`config.mk`:
```
export PLATFORM = sky130hd
export DESIGN_NAME = tdm_demux_1to4
export DESIGN_NICKNAME = d
export VERILOG_FILES = /design/src/rtl/tdm_demux_1to4_pkg.sv /design/src/rtl/tdm_demux_1to4.sv
export SDC_FILE = /design/constraint.sdc
export NUM_CORES = 1
export LEC_CHECK = 0
export BUFFER_PORTS_ARGS = -buffer_cell sky130_fd_sc_hd__buf_2
export CAP_MARGIN = 0
export CELL_PAD_IN_SITES_DETAIL_PLACEMENT = 0
export CELL_PAD_IN_SITES_GLOBAL_PLACEMENT = 2
export CORE_UTILIZATION = 42
export CTS_CLUSTER_DIAMETER = 40
export CTS_CLUSTER_SIZE = 24
export DETAILED_ROUTE_END_ITERATION = 10
export PLACE_DENSITY = 0.87
export RECOVER_POWER = 100
export SETUP_SLACK_MARGIN = 0.3
export SYNTH_ARGS = -nofsm -noshare
export SYNTH_HDL_FRONTEND = slang
export SYNTH_SLANG_ARGS = --single-unit
```
`constraint.sdc`:
```
create_clock -name clk -period 3.1 [get_ports clk]
set_input_delay 0.62 -clock clk [delete_from_list [all_inputs] [get_ports clk]]
set_output_delay 0.62 -clock clk [all_outputs]
set_load 0.05 [all_outputs]
```
`src/rtl/tdm_demux_1to4_pkg.sv`:
```
// ---------------------------------------------------------------------------
// tdm_pkg
// Shared definitions for the 1-to-4 TDM demultiplexer.
//   tdm_state_t     : framing FSM states (HUNT / RECEIVE)
//   NUM_SLOTS       : slots per TDM frame
//   SLOT_A..SLOT_D  : slot indices; identical to the 4-to-1 mux select
//                     encoding so slot n lands on the same output letter
//                     the mux would pick with sel == n.
// ---------------------------------------------------------------------------
package tdm_pkg;

  typedef enum logic {
    HUNT    = 1'b0,
    RECEIVE = 1'b1
  } tdm_state_t;

  localparam int NUM_SLOTS = 4;

  localparam logic [1:0] SLOT_A = 2'b00;
  localparam logic [1:0] SLOT_B = 2'b01;
  localparam logic [1:0] SLOT_C = 2'b10;
  localparam logic [1:0] SLOT_D = 2'b11;

endpackage : tdm_pkg

```
`src/rtl/tdm_demux_1to4.sv`:
```
// ---------------------------------------------------------------------------
// tdm_demux_1to4
// Receives a serialized stream of 4-slot frames and presents each complete
// frame on four parallel outputs. frame_sync (qualified by din_valid) marks
// slot 0. Slots 0..2 are held in shadow registers; when slot 3 arrives the
// whole frame is copied to a..d in one edge, so partial frames are never
// visible.
//
// Ports
//   clk          in   rising-edge clock
//   rst_n        in   asynchronous active-low reset
//   din          in   [WIDTH-1:0] serialized sample
//   din_valid    in   din carries a sample this cycle
//   frame_sync   in   sample is slot 0 (only meaningful with din_valid)
//   a, b, c, d   out  [WIDTH-1:0] slots 0..3 of the last complete frame
//   slot         out  [1:0] slot index of the next accepted sample
//   locked       out  high while in RECEIVE
//   frame_valid  out  one-cycle pulse, a..d were just updated
//   sync_err     out  one-cycle pulse, framing violation detected
// ---------------------------------------------------------------------------
module tdm_demux_1to4
  import tdm_pkg::*;
#(
  parameter int WIDTH = 8
) (
  input  logic             clk,
  input  logic             rst_n,
  input  logic [WIDTH-1:0] din,
  input  logic             din_valid,
  input  logic             frame_sync,
  output logic [WIDTH-1:0] a,
  output logic [WIDTH-1:0] b,
  output logic [WIDTH-1:0] c,
  output logic [WIDTH-1:0] d,
  output logic [1:0]       slot,
  output logic             locked,
  output logic             frame_valid,
  output logic             sync_err
);

  tdm_state_t       state_r, state_s;
  logic [1:0]       slot_r, slot_s;
  logic [WIDTH-1:0] sh0_r, sh0_s;
  logic [WIDTH-1:0] sh1_r, sh1_s;
  logic [WIDTH-1:0] sh2_r, sh2_s;
  logic [WIDTH-1:0] a_r, a_s;
  logic [WIDTH-1:0] b_r, b_s;
  logic [WIDTH-1:0] c_r, c_s;
  logic [WIDTH-1:0] d_r, d_s;
  logic             frame_valid_r, frame_valid_s;
  logic             sync_err_r, sync_err_s;

  // Next-state logic for the framing FSM, slot counter, shadow bank and outputs.
  always_comb begin
    state_s       = state_r;
    slot_s        = slot_r;
    sh0_s         = sh0_r;
    sh1_s         = sh1_r;
    sh2_s         = sh2_r;
    a_s           = a_r;
    b_s           = b_r;
    c_s           = c_r;
    d_s           = d_r;
    frame_valid_s = 1'b0;
    sync_err_s    = 1'b0;

    if (din_valid) begin
      case (state_r)
        HUNT: begin
          if (frame_sync) begin
            sh0_s   = din;
            slot_s  = SLOT_B;
            state_s = RECEIVE;
          end else begin
            // Unaligned sample while hunting: discard.
            slot_s  = SLOT_A;
            state_s = HUNT;
          end
        end

        RECEIVE: begin
          if (frame_sync) begin
            // A marker always restarts the frame at slot 0. It is only an
            // error when it cuts a partial frame short; at a frame boundary
            // it is the expected marker. A marker on slot 3 therefore
            // discards the frame instead of completing it.
            sh0_s      = din;
            slot_s     = SLOT_B;
            sync_err_s = (slot_r != SLOT_A);
          end else begin
            case (slot_r)
              SLOT_A: begin
                // Expected a marker but none came: alignment lost.
                sync_err_s = 1'b1;
                slot_s     = SLOT_A;
                state_s    = HUNT;
              end
              SLOT_B: begin
                sh1_s  = din;
                slot_s = SLOT_C;
              end
              SLOT_C: begin
                sh2_s  = din;
                slot_s = SLOT_D;
              end
              SLOT_D: begin
                // Last slot goes straight to d; the rest come from shadows.
                a_s           = sh0_r;
                b_s           = sh1_r;
                c_s           = sh2_r;
                d_s           = din;
                frame_valid_s = 1'b1;
                slot_s        = SLOT_A;
              end
              default: begin
                slot_s  = SLOT_A;
                state_s = HUNT;
              end
            endcase
          end
        end

        default: begin
          slot_s  = SLOT_A;
          state_s = HUNT;
        end
      endcase
    end else begin
      // No sample: hold everything, pulses stay low.
      frame_valid_s = 1'b0;
      sync_err_s    = 1'b0;
    end
  end

  // State, shadow and output registers with asynchronous reset.
  always_ff @(posedge clk or negedge rst_n) begin
    if (!rst_n) begin
      state_r       <= HUNT;
      slot_r        <= SLOT_A;
      sh0_r         <= {WIDTH{1'b0}};
      sh1_r         <= {WIDTH{1'b0}};
      sh2_r         <= {WIDTH{1'b0}};
      a_r           <= {WIDTH{1'b0}};
      b_r           <= {WIDTH{1'b0}};
      c_r           <= {WIDTH{1'b0}};
      d_r           <= {WIDTH{1'b0}};
      frame_valid_r <= 1'b0;
      sync_err_r    <= 1'b0;
    end else begin
      state_r       <= state_s;
      slot_r        <= slot_s;
      sh0_r         <= sh0_s;
      sh1_r         <= sh1_s;
      sh2_r         <= sh2_s;
      a_r           <= a_s;
      b_r           <= b_s;
      c_r           <= c_s;
      d_r           <= d_s;
      frame_valid_r <= frame_valid_s;
      sync_err_r    <= sync_err_s;
    end
  end

  assign a           = a_r;
  assign b           = b_r;
  assign c           = c_r;
  assign d           = d_r;
  assign slot        = slot_r;
  assign locked      = (state_r == RECEIVE);
  assign frame_valid = frame_valid_r;
  assign sync_err    = sync_err_r;

endmodule : tdm_demux_1to4
```
==> impl_results.rst <==
.. list-table::
   :header-rows: 1

   * - Metric
     - Value
   * - Library cell with the highest instance count after synthesis
     - sky130_fd_sc_hd__dfrtp_1
   * - Worst path required time
     - 2480 ps
   * - Sequential element share of the synthesized area
     - 60.37%
   * - Yosys top cell by area
     - sky130_fd_sc_hd__dfrtp_1
   * - Endpoint of the worst-slack reg-to-reg timing path
     - sh2_r[7]$_DFFE_PN0P_
   * - DRC violation count after routing
     - 0
   * - Row cnt
     - 27
   * - Number of buffers inserted during clock tree synthesis
     - 9
   * - Crit path max-delay family
     - flip-flops
   * - Number of cells on the worst hold path
     - 1
   * - I/O pin count
     - 49
   * - Initial Utilization
     - 44.82%
   * - DP Worst Slack
     - 985.7 ps
   * - CP max stage cell
     - sky130_fd_sc_hd__dfrtp_1
   * - Main synth FF type
     - sky130_fd_sc_hd__dfrtp_1
   * - Final instance area
     - 2838 µm²
   * - Number of flops mapped to enable cells by yosys
     - 0
   * - Synth cell count leaders
     - sky130_fd_sc_hd__dfrtp_1, sky130_fd_sc_hd__mux2_4, sky130_fd_sc_hd__mux2_2
   * - Crit path largest cell delay
     - 530 ps
   * - Antenna violations before repair
     - 0
   * - Average detailed-routed wire length per instance
     - 15.95 µm
   * - First-pass detailed-route iteration total
     - 3
   * - Cell breakdown of the critical path
     - clkbuf_1
   * - Number of nets in the synthesized netlist
     - 163
   * - Synthesized instance count
     - 145
   * - Maximum number of pins on one net before global-route repair
     - 25
   * - First-pass GRT wire length
     - 7.307 mm
   * - Power density over cell area
     - 1138 nW/µm²
   * - Fin Clk Skew
     - 4.610 ps
   * - Clock-pin transition on the worst setup and hold timing paths
     - 60 ps
   * - Number of max-cap violations
     - 0
   * - DP Area
     - 2833 µm²
   * - Slew at the pin closest to its max-slew limit
     - 1197 ps
   * - Setup tns final
     - 0 ps
   * - Unrepaired setup endpoints after global routing
     - no
   * - Maximum clock frequency
     - 504.0 MHz
   * - Number of hold violations in the final report
     - 0
   * - Initial DRC Count
     - 45
   * - Result of the run
     - complete, no violations
   * - Hold crit path type
     - flop to flop
   * - Final #Nets
     - 220
   * - Die boundary height
     - 79.59 µm
   * - GRT Resource Usage Total
     - 15.97%
   * - Synthesized area
     - 2529 µm²
   * - CTS root buf
     - sky130_fd_sc_hd__clkbuf_8
   * - DP HPWL
     - 3.073 mm
   * - Number of fillers in the final layout
     - 518
   * - Buffers inserted by post-CTS timing repair
     - 0
   * - Die boundary width
     - 79.59 µm
   * - Synth-to-Final Area Change
     - 12.22%
   * - Vias in the first global route
     - 1,463
   * - Worst Hold Launch
     - sh2_r[4]$_DFFE_PN0P_
   * - Final routed wirelength across all metal layers
     - 4.418 mm
   * - Total number of yosys warnings
     - 0
   * - Cell count along the critical path
     - 1
   * - Skew-Pair Late Insertion Delay
     - 330 ps
   * - Endpoint with the worst hold slack
     - c[4]$_DFFE_PN0P_
   * - Async set-or-reset flop fraction in the synthesized netlist
     - 100.0%
   * - Mean Syn Cell Area
     - 17.44 µm²
   * - CTS sink count
     - 61
   * - Max H-tree Level
     - 3
   * - Worst max-slew margin expressed relative to the limit
     - 20.18%
   * - Share of layout cells above drive strength 1
     - 25.37%
   * - Largest driver fanout on the critical path
     - 9
   * - GPL Wtd Cong
     - 0.7335
   * - Worst setup path class
     - flop to output pin
   * - Slack of the worst reg-to-reg path
     - 1330 ps
   * - Number of synthesized register bits
     - 61
   * - Die Outline Area
     - 6335 µm²
   * - Critical R2R Launch
     - slot[0]$_DFFE_PN0P_
   * - Final setup violation count
     - 0
   * - Final Max Slew Viols
     - 0
   * - Worst path setup slack after routing
     - 1116 ps
   * - Largest voltage drop on the vdd net
     - 0.5386 mV
   * - Crit start category
     - flop
   * - Crit path arrival time
     - 1360 ps
   * - Lkg Pwr
     - 0.001353 µW
   * - CP Capture Type
     - output pin
   * - Share of the synthesized area in the top cell type
     - 60.37%
   * - Buffers plus inverters on the worst setup path
     - 1
   * - Crit path time final
     - 1984 ps
   * - Cts-stage hold buffer count
     - 0
   * - Worst R2R Path Depth
     - 4
   * - Overall via count from detail_route
     - 1,370
   * - Period utilization
     - 64.01%
   * - Netlist cell types
     - 15
   * - Gates resized, CTS repair
     - 0
   * - Area of the core region
     - 5642 µm²
   * - Count of input and output buffers
     - 48
   * - Clock tree from TritonCTS
     - built
   * - Drt via density
     - 4.946
   * - Cell types with the largest area share after synthesis
     - sky130_fd_sc_hd__dfrtp_1, sky130_fd_sc_hd__mux2_4, sky130_fd_sc_hd__mux2_2
   * - ANT cells
     - 0
   * - Gr ovfl total
     - 0
   * - Worst-case clock buffer depth
     - 2
   * - Final ANT Viol Nets
     - 0
## per-stage QoR
stage | utilization (%) | hold WS [ps] | total power, µW | instances
2_1_floorplan | - | 324.4 | 2429 | 145
3_3_place_gp | 50.21 | 483.1 | 2729 | 263
3_5_place_dp | 50.21 | 490.8 | 2770 | 263
4_1_cts | 53.74 | 256.6 | 3483 | 277
5_1_grt | 50.30 | 505.8 | 3390 | 277
6_report | 50.30 | 480.1 | 3229 | 277
## cell usage in the layout, fill, tap and decap left out
master	n
sky130_fd_sc_hd__a21oi_1	3
sky130_fd_sc_hd__a31oi_1	1
sky130_fd_sc_hd__buf_2	9
sky130_fd_sc_hd__buf_4	2
sky130_fd_sc_hd__bufinv_16	1
sky130_fd_sc_hd__clkbuf_1	41
sky130_fd_sc_hd__clkbuf_8	12
sky130_fd_sc_hd__dfrtp_1	61
sky130_fd_sc_hd__ha_1	6
sky130_fd_sc_hd__inv_1	4
sky130_fd_sc_hd__mux2_1	29
sky130_fd_sc_hd__mux2_2	27
sky130_fd_sc_hd__nand2_1	2
sky130_fd_sc_hd__nand4b_1	3
sky130_fd_sc_hd__nand4b_4	1
sky130_fd_sc_hd__nor2_1	2
sky130_fd_sc_hd__o21ai_0	1
## area by class of cell
cell class	instances	area [µm²]	share of cell area, %
multi-input combinational	75	797.0	28.09
sequential	61	1526	53.79
clock buffer	13	168.9	5.952
inverter	4	15.01	0.5291
tap	72	90.09	3.175
clock inverter	1	30.03	1.058
timing repair buffer	51	210.2	7.407
## state kept, by name, summed over array words and instances, names as in the netlist
register / cells
frame_valid: 1
sh1_r: 8
d: 8
a: 8
b: 8
sync_err: 1
slot: 2
sh2_r: 8
locked: 1
c: 8
sh0_r: 8
## routing by layer
metal / up-vias / wire length (µm) / GRT usage, %
met5: - / 0 / 0
li1: 620 / - / -
met4: 0 / 109 / 9.818
met1: 710 / 1913 / 18.98
met3: 9 / 195 / 4.343
met2: 31 / 2199 / 25.64
## report_power, final
group	switching [µW]	internal [µW]
Combinational	954	287
Clock	277	429
Sequential	173	1110
Total	1400	1830
## cells by family (layout without fill, tap and decap cells)
| group | Yosys count | after routing | share of synthesized area (%) |
|---|---|---|---|
| flip-flops | 61 | 61 | 60.37 |
| AND/OR/NAND/NOR | 8 | 8 | 3.860 |
| adder cells (fa/ha/maj) | 6 | 6 | 2.969 |
| multiplexers | 56 | 56 | 29.24 |
| buffers and inverters | 9 | 69 | 2.523 |
| AO/OA/AOI/OAI | 5 | 5 | 1.039 |
## worst max path at each step
stage / slack (ps) / end / from
after floorplan: 1390 / a[7]$_DFFE_PN0P_ / slot[1]$_DFFE_PN0P_
after global placement: 1040 / d[7]$_DFFE_PN0P_ / din_valid
after detailed placement: 990 / c[7]$_DFFE_PN0P_ / din_valid
after CTS: 1180 / locked / locked$_DFFE_PN0P_
after global routing: 880 / a[6]$_DFFE_PN0P_ / rst_n
final: 1120 / locked / locked$_DFFE_PN0P_
Note: power is estimated with default switching activity, not from simulation.
